**src/rtl/encoder_emulator_pkg.sv**
```systemverilog
// ----------------------------------------------------------------------------
// encoder_emulator_pkg
//   Shared definitions for the quadrature encoder emulator:
//   - state_t      : step sequencer states (IDLE, PH1, PH2, PH3, GAP)
//   - dir_t        : latched step direction codes (DIR_INC, DIR_DEC)
//   - phase_levels : {A,B} output levels for a given state and direction
//   No ports (package only).
// ----------------------------------------------------------------------------
package encoder_emulator_pkg;

  typedef enum logic [2:0] {
    IDLE = 3'd0,
    PH1  = 3'd1,
    PH2  = 3'd2,
    PH3  = 3'd3,
    GAP  = 3'd4
  } state_t;

  typedef enum logic {
    DIR_INC = 1'b0,
    DIR_DEC = 1'b1
  } dir_t;

  // {A,B} levels. Clockwise: A leads (A falls first); counter-clockwise: B leads.
  // Consecutive entries differ in exactly one bit (Gray order).
  function automatic logic [1:0] phase_levels(input state_t s, input dir_t d);
    logic [1:0] lv;
    lv = 2'b11;
    case (s)
      PH1:     lv = (d == DIR_INC) ? 2'b01 : 2'b10;
      PH2:     lv = 2'b00;
      PH3:     lv = (d == DIR_INC) ? 2'b10 : 2'b01;
      default: lv = 2'b11;
    endcase
    return lv;
  endfunction

endpackage

```
**src/rtl/encoder_emulator_phase_timer.sv**
```systemverilog
// ----------------------------------------------------------------------------
// encoder_emulator_phase_timer
//   Loadable down-counter that times one sequencer state.
//   Loading value N produces an expire pulse N+1 clocks later (the caller loads
//   duration-1), so a state entered on the load edge lasts exactly duration clocks.
// Ports:
//   Clock  in  1      system clock
//   Reset  in  1      asynchronous active-low reset
//   load   in  1      restart the count with value
//   value  in  WIDTH  count to load
//   expire out 1      one-clock pulse when the loaded count has run out
// ----------------------------------------------------------------------------
module encoder_emulator_phase_timer #(
  parameter int WIDTH = 4
) (
  input  logic             Clock,
  input  logic             Reset,
  input  logic             load,
  input  logic [WIDTH-1:0] value,
  output logic             expire
);

  logic [WIDTH-1:0] count_reg;
  logic             active_reg;

  always_ff @(posedge Clock or negedge Reset) begin
    if (!Reset) begin
      count_reg  <= '0;
      active_reg <= 1'b0;
    end else if (load) begin
      count_reg  <= value;
      active_reg <= 1'b1;
    end else if (active_reg) begin
      if (count_reg == '0) active_reg <= 1'b0;
      else                 count_reg  <= count_reg - 1'b1;
    end
  end

  // Gated by active so an idle, drained counter does not keep firing.
  assign expire = active_reg && (count_reg == '0);

endmodule

```
**src/rtl/encoder_emulator.sv**
```systemverilog
// ----------------------------------------------------------------------------
// encoder_emulator
//   Quadrature output generator: converts one-clock Increment/Decrement requests
//   into A/B waveforms of a mechanical detent encoder (idle high, active low).
//   Requests are queued as a saturating signed pending count; one full detent
//   (4 Gray-ordered edges followed by a high gap) is emitted per step.
// Parameters:
//   PHASE_CLOCKS  clocks between successive A/B edges
//   GAP_CLOCKS    clocks A=B=1 held after the 4th edge
//   PENDING_MAX   saturation magnitude of the queued step count
// Ports:
//   Clock        in  1  system clock
//   Reset        in  1  asynchronous active-low reset
//   Increment_i  in  1  one-clock request: queue one clockwise step
//   Decrement_i  in  1  one-clock request: queue one counter-clockwise step
//   A_o          out 1  quadrature channel A (registered)
//   B_o          out 1  quadrature channel B (registered)
//   Busy_o       out 1  step in progress or steps pending (registered)
//   Overflow_o   out 1  one-clock pulse when a request is dropped at saturation
//   Done_o       out 1  only with ENCODER_EMULATOR_DONE_EN defined: one-clock
//                       pulse on the GAP->IDLE transition of each completed step
// ----------------------------------------------------------------------------
module encoder_emulator
  import encoder_emulator_pkg::*;
#(
  parameter int PHASE_CLOCKS = 5000,
  parameter int GAP_CLOCKS   = 15000,
  parameter int PENDING_MAX  = 15
) (
  input  logic Clock,
  input  logic Reset,
  input  logic Increment_i,
  input  logic Decrement_i,
  output logic A_o,
  output logic B_o,
  output logic Busy_o,
  output logic Overflow_o
`ifdef ENCODER_EMULATOR_DONE_EN
  ,
  output logic Done_o
`endif
);

  localparam int PW     = $clog2(PENDING_MAX + 1) + 1;
  localparam int MAXDUR = (PHASE_CLOCKS > GAP_CLOCKS) ? PHASE_CLOCKS : GAP_CLOCKS;
  localparam int TW     = $clog2(MAXDUR + 1);

  localparam logic signed [PW-1:0] PEND_MAX = PW'(PENDING_MAX);
  localparam logic signed [PW-1:0] PEND_MIN = -PW'(PENDING_MAX);
  localparam logic signed [PW-1:0] PEND_ONE = PW'(1);

  state_t                 state_reg, state_next;
  dir_t                   dir_reg, dir_next;
  logic signed [PW-1:0]   pending_reg, pending_next, pending_base;
  logic                   dequeue, req_up, req_dn, drop;
  logic                   load;
  logic [TW-1:0]          load_value;
  logic                   expire;
  logic [1:0]             levels;
  logic                   a_reg, b_reg, busy_reg, overflow_reg;

  encoder_emulator_phase_timer #(.WIDTH(TW)) u_timer (
    .Clock  (Clock),
    .Reset  (Reset),
    .load   (load),
    .value  (load_value),
    .expire (expire)
  );

  always_comb begin
    dequeue      = (state_reg == IDLE) && (pending_reg != '0);
    dir_next     = dir_reg;
    pending_base = pending_reg;
    // Starting a step moves the queue one toward zero before this edge's request lands.
    if (dequeue) begin
      dir_next     = pending_reg[PW-1] ? DIR_DEC : DIR_INC;
      pending_base = pending_reg[PW-1] ? pending_reg + PEND_ONE : pending_reg - PEND_ONE;
    end

    // Simultaneous Increment and Decrement cancel out.
    req_up = Increment_i && !Decrement_i;
    req_dn = Decrement_i && !Increment_i;
    drop   = (req_up && pending_base == PEND_MAX) || (req_dn && pending_base == PEND_MIN);

    pending_next = pending_base;
    if (req_up && !drop)      pending_next = pending_base + PEND_ONE;
    else if (req_dn && !drop) pending_next = pending_base - PEND_ONE;

    state_next = state_reg;
    case (state_reg)
      IDLE:    if (dequeue) state_next = PH1;
      PH1:     if (expire)  state_next = PH2;
      PH2:     if (expire)  state_next = PH3;
      PH3:     if (expire)  state_next = GAP;
      GAP:     if (expire)  state_next = IDLE;
      default: state_next = IDLE;
    endcase

    // Timer restarts on every state entry; its expiry in IDLE is simply ignored.
    load = (state_next != state_reg);
    case (state_next)
      GAP:     load_value = TW'(GAP_CLOCKS - 1);
      IDLE:    load_value = '0;
      default: load_value = TW'(PHASE_CLOCKS - 1);
    endcase

    levels = phase_levels(state_next, dir_next);
  end

  always_ff @(posedge Clock or negedge Reset) begin
    if (!Reset) begin
      state_reg    <= IDLE;
      dir_reg      <= DIR_INC;
      pending_reg  <= '0;
      a_reg        <= 1'b1;
      b_reg        <= 1'b1;
      busy_reg     <= 1'b0;
      overflow_reg <= 1'b0;
    end else begin
      state_reg    <= state_next;
      dir_reg      <= dir_next;
      pending_reg  <= pending_next;
      a_reg        <= levels[1];
      b_reg        <= levels[0];
      busy_reg     <= (state_next != IDLE) || (pending_next != '0);
      overflow_reg <= drop;
    end
  end

  assign A_o        = a_reg;
  assign B_o        = b_reg;
  assign Busy_o     = busy_reg;
  assign Overflow_o = overflow_reg;

`ifdef ENCODER_EMULATOR_DONE_EN
  logic done_reg;

  always_ff @(posedge Clock or negedge Reset) begin
    if (!Reset) done_reg <= 1'b0;
    else        done_reg <= (state_reg == GAP) && expire;
  end

  assign Done_o = done_reg;
`endif

endmodule

```
**config.mk**
```make
export PLATFORM = sky130hd
export DESIGN_NAME = encoder_emulator
export DESIGN_NICKNAME = d
export VERILOG_FILES = /design/src/rtl/encoder_emulator_pkg.sv /design/src/rtl/encoder_emulator_phase_timer.sv /design/src/rtl/encoder_emulator.sv
export SDC_FILE = /design/constraint.sdc
export NUM_CORES = 1
export LEC_CHECK = 0
export ABC_AREA = 1
export BUFFER_PORTS_ARGS = -buffer_cell sky130_fd_sc_hd__buf_4
export CAP_MARGIN = 20
export CORE_MARGIN = 2
export CORE_UTILIZATION = 60
export DETAILED_ROUTE_END_ITERATION = 6
export GPL_TIMING_DRIVEN = 1
export PLACE_DENSITY = 0.78
export SKIP_CTS_REPAIR_TIMING = 1
export SLEW_MARGIN = 25
export SYNTH_ARGS = -nofsm -noshare
export SYNTH_HDL_FRONTEND = slang
export SYNTH_SLANG_ARGS = --single-unit
```
**constraint.sdc**
```tcl
create_clock -name Clock -period 3.75 [get_ports Clock]
set_clock_uncertainty 0.15 [all_clocks]
set_input_delay 0.375 -clock Clock [delete_from_list [all_inputs] [get_ports Clock]]
set_output_delay 0.375 -clock Clock [all_outputs]
set_load 0.1 [all_outputs]
```
Word level (Yosys, flattened, before mapping)
Cells that the tools add are included.

Reductions and logical operators: 21. Equal/unequal tests: 12. Multiplexer cells: 22. Add/sub/neg operators: 5.

Operators by type and width (number): $mux W14 (3); $pmux W14 S2 (1); $mux W5 (4); $mux W3 (5); $pmux W3 S5 (1); $logic_not A14 Y1 (1); $sub A14 B1 Y14 const B (1); $eq A3 B2 Y1 const B (4); $add A5 B2 Y5 const B (2); $eq A5 B5 Y1 const B (2); $reduce_bool A5 Y1 (2); $sub A5 B2 Y5 const B (2); $logic_and A1 B1 Y1 (8); $eq A3 B1 Y1 const B (2); $eq A3 B3 Y1 const B (2); $logic_not A3 Y1 (2); $pmux W2 S3 (1); $mux W1 (5); $mux W2 (2); $logic_not A1 Y1 (3); $ne A3 B3 Y1 (1); $reduce_bool A3 Y1 (1); $logic_or A1 B1 Y1 (2); $ne A2 B2 Y1 const B (1); 2 further kinds (2).

Flip-flop bits (word level): 28. Output and inout port bits: 4.

Logic depth before layout (Yosys ltp)
Depth in word-level cells: 12. Depth in mapped cells: 21.

By module
A second synthesis with hierarchy kept.

Cells, all modules: 332. Area total of the unflattened synthesis: 2200.9 um^2.

By module, submodules not included: encoder_emulator (times used 1, seq. area each 327.8 um^2, cells each 167, area each 1131.1 um^2); encoder_emulator_phase_timer (times used 1, seq. area each 375.4 um^2, cells each 165, area each 1069.8 um^2).

Worst setup path before layout
Ideal clock, no wire load.

Path kind: register to register. Start point: reg pending_reg[4]. End point: reg busy_reg (netlist: Busy_o). Library setup time: 127 ps. Stages on the path, launching flop included: 18. Arrival time: 2296 ps. Period minus slack after synthesis: 2573 ps. Slack: 1177 ps. Buffers on the path: 1. Cells stage by stage: dfrtp_1 inv_1 nand3_1 nand2_8 buf_8 nand2_1 nand2_1 ha_1 inv_1 nor3_1 ha_1 inv_1 nor2_1 inv_1 nand4_1 nand3_1 nor2_1 nand3_1.

Cells in the longest elaborated chain, start to end: 12. Elaborated cells between the ends (all ways): 23. Classes of those cells: add/sub: 4; eq/ne: 2; mux: 6; reduce/logical: 11.

Ends and longest elaborated chain: start, declared (line encoder_emulator.sv:54) `logic signed [PW-1:0] pending_reg, pending_next, pending_base;`; start signal, assigned (line encoder_emulator.sv:122) `pending_reg <= pending_next;`; parallel branches: the longest is 11 deep, another holds $sub A5 B2 Y5; $logic_or A1 B1 Y1 * (line encoder_emulator.sv:125) `busy_reg <= (state_next != IDLE) || (pending_next != '0);`; end signal, assigned (line encoder_emulator.sv:125); end, declared (line encoder_emulator.sv:60) `logic a_reg, b_reg, busy_reg, overflow_reg;`.

Mark *: on every way between the ends. A chain may end at the register's enable or synchronous reset.

Worst setup path in the final report
Ends and elaborated chain as after synthesis.

==> out/results.tsv <==
metric	value	unit
type of element launching the critical path	register	
TritonCTS clock tree	built	
top-area cell type share of the netlist area	29.4	%
number of endpoints failing setup at the final stage	0	
max frequency	360	MHz
number of enable-type register cells in the synthesized netlist	0	
number of hold-slack violations in the final timing report	0	
cell at the slowest stage of the critical path	dfrtp_1	
reg2reg end	Busy_o	
global-route wire length before repair	8170	um
via count of the first global-routing pass	1864	
number of remaining DRC errors	0	
Vias/cell	5.33	
synthesized netlist cell count	316	
start point of the critical path	pending_reg[4]	
Least-Margin Pin Slew	498	ps
detail-routed net length per standard cell	12.1	um
most used cell along the critical path	inv_1	
class of the most critical hold timing path	reg -> reg	
cell type with the largest total area after synthesis	dfrtp_1	
horizontal die dimension	64.8	um
maximum number of pins on one net before global-route repair	29	
CP Buf/Inv Count	4	
number of design-rule violations left by the first detailed-router iteration	182	
sum of negative setup slack	0	ps
detailed placement HPWL	3440	um
critical path fanouts, max	14	
number of clock buffers inserted by TritonCTS	3	
Max stage delay on crit path	440	ps
r2r worst-path depth	16	
H-tree lvl count	1	
ANT nets after route	0	
Core Region	0.00361	mm2
starting utilization of the core area	61.4	%
distinct cell type count after synthesis	34	
final worst hold slack	345	ps
most area-consuming cells after synthesis	dfrtp_1, nand2_1, inv_1	
sort of element at the end of the critical path	register	
status	completed	
data arrival time of the critical path	2800	ps
Final Core Density	65.3	%
Routed Wire Length	4500	um
number of flip-flops in the largest register	14	
Period Utilization, post-route	74.1	%
routability congestion estimate from global placement	0.908	
y dimension of the die	64.8	um
Layout Area Growth over Synthesis	6.33	%
Static Leak	1.24	nW
Clk Latency, worst-skew pair	280	ps
power density over cell area	409	mW/mm2
slack of the worst reg-to-reg path	970	ps
number of top-level pins	8	
number of antenna violations at the first check in global routing	0	
portion of the post-synthesis area used by sequential elements	31.8	%
critical setup path kind	reg -> reg	
yosys warns	0	
ratio of cells with drive above 1 in the final layout	12.0	%
required time at the worst-slack endpoint	3760	ps
crit path time final	2780	ps
commonest non-fill, non-tap cell in the layout	nand2_1	
path length in cells of the critical path	16	
proportion of synthesized flip-flops having asynchronous set or reset	100	%
CP delay by family, top	simple AND/OR/NAND/NOR gates	
commonest cells after routing, fill and taps aside	nand2_1, inv_1, nor2_1	
RSZ-0062 raised after global routing	no	
ys flop type	dfrtp_1	
summed instance area of the synthesized netlist	0.00221	mm2
number of cell rows	22	
total inserted antenna cells	0	
worst ir drop on vdd	203	uV
#FFs+latches synth	28	
clk buf depth	2	
per-instance average area after synthesis	7.01	um2
cell-by-cell trace of the critical path	inv_1 > nand3_1 > nand2_8 > nand2_1 > nand2_1 > ha_1 > inv_1 > nor3_1 > ha_1 > inv_1 > nor2_1 > inv_1 > nand4_1 > nand3_1 > nor2_1 > nand3_1	
max-cap violations	0	
critical path capture point	Busy_o	
global-route congestion overflow total	0	
fillcell total	339	
final instance count without filler cells	372	
placed cell count	367	
power consumption	963	uW
max_slew headroom	66.8	%
total via count in the routed design	1983	
IO Port Bufs	7	
global-route total usage across every layer	24.3	%
die area	0.00419	mm2
total number of clock tree sinks	28	
Detailed Routing Iterations Pass 1	4	
beginning of the worst register-to-register path	pending_reg[4]	
Final Max Slew Viols	0	
net count after synthesis	330	
net total in the final layout	339	
cell at the root of the clock tree	clkbuf_8	
Reg clk slew, reported paths	90	ps
[synth_stat cells, types with 3 or more instances]
master and number:
a21oi_1 4, o21ai_0 6, xnor2_1 3, nand4_1 16, inv_2 5, xor2_1 9, nand2_2 6, nand3_1 25
inv_1 41, dfrtp_1 26, ha_1 9, nor2_1 35, nand2_1 99, nor3_1 4, nand2_4 4
[how the worst min path moves through the flow]
stage,slack [ps],depth (start not counted),start,endpoint
6_report,340,2,u_timer.count_reg[0],u_timer.count_reg[0]
5_1_grt,410,2,u_timer.count_reg[1],u_timer.count_reg[1]
4_1_cts,-140,1,Reset,dir_reg
3_5_place_dp,160,1,Reset,state_reg[0]
3_3_place_gp,160,1,Reset,pending_reg[0]
2_1_floorplan,-70,0,Reset,Busy_o
[power breakdown]
| part | internal, mW | switching, mW | leakage (nW) | total, mW |
|---|---|---|---|---|
| Combinational | 0.155 | 0.264 | 0.890 | 0.419 |
| Sequential | 0.327 | 0.0311 | 0.316 | 0.358 |
| Clock | 0.0941 | 0.0923 | 0.0288 | 0.186 |
[worst reg2reg max path, cell delays in order, from the launching register on]
cell	delay, ps
dfrtp_1	440
inv_1	140
nand3_1	280
nand2_8	220
nand2_1	70
nand2_1	140
ha_1	170
inv_1	50
nor3_1	190
ha_1	170
inv_1	50
nor2_1	160
inv_1	80
nand4_1	110
nand3_1	80
nor2_1	110
nand3_1	70
[through the flow]
| stage | setup WS (ps) | instance area (um2) |
|---|---|---|
| 6_report | 969 | 2350 |
| 2_1_floorplan | 1180 | 2210 |
| 3_3_place_gp | 1090 | 2290 |
| 5_1_grt | 670 | 2350 |
| 4_1_cts | 986 | 2340 |
| 3_5_place_dp | 987 | 2290 |
[cell type report]
type	count	area (um2)	area share, %
Multi-Input combinational cell	238	1300	55.3
Sequential cell	28	703	29.9
Inverter	46	173	7.33
Timing Repair Buffer	8	62.6	2.66
Tap cell	48	60.1	2.55
Clock buffer	4	55.1	2.34
[layer usage]
| metal | vias up | track usage, % | routed length (um) |
|---|---|---|---|
| met5 | - | 0 | 0 |
| met4 | 0 | 5.85 | 29 |
| met3 | 4 | 2.78 | 176 |
| met2 | 40 | 38.5 | 2010 |
| met1 | 915 | 35.6 | 2290 |
| li1 | 1024 | - | - |
[logic make-up after synthesis]
family / synth area share (%)
XOR/XNOR: 4.75
buffers and inverters: 9.49
AND/OR/NAND/NOR: 43.8
adder cells (fa/ha/maj): 5.99
flip-flops: 31.8
AO/OA/AOI/OAI: 4.24
(Power assumes the default switching activity.)
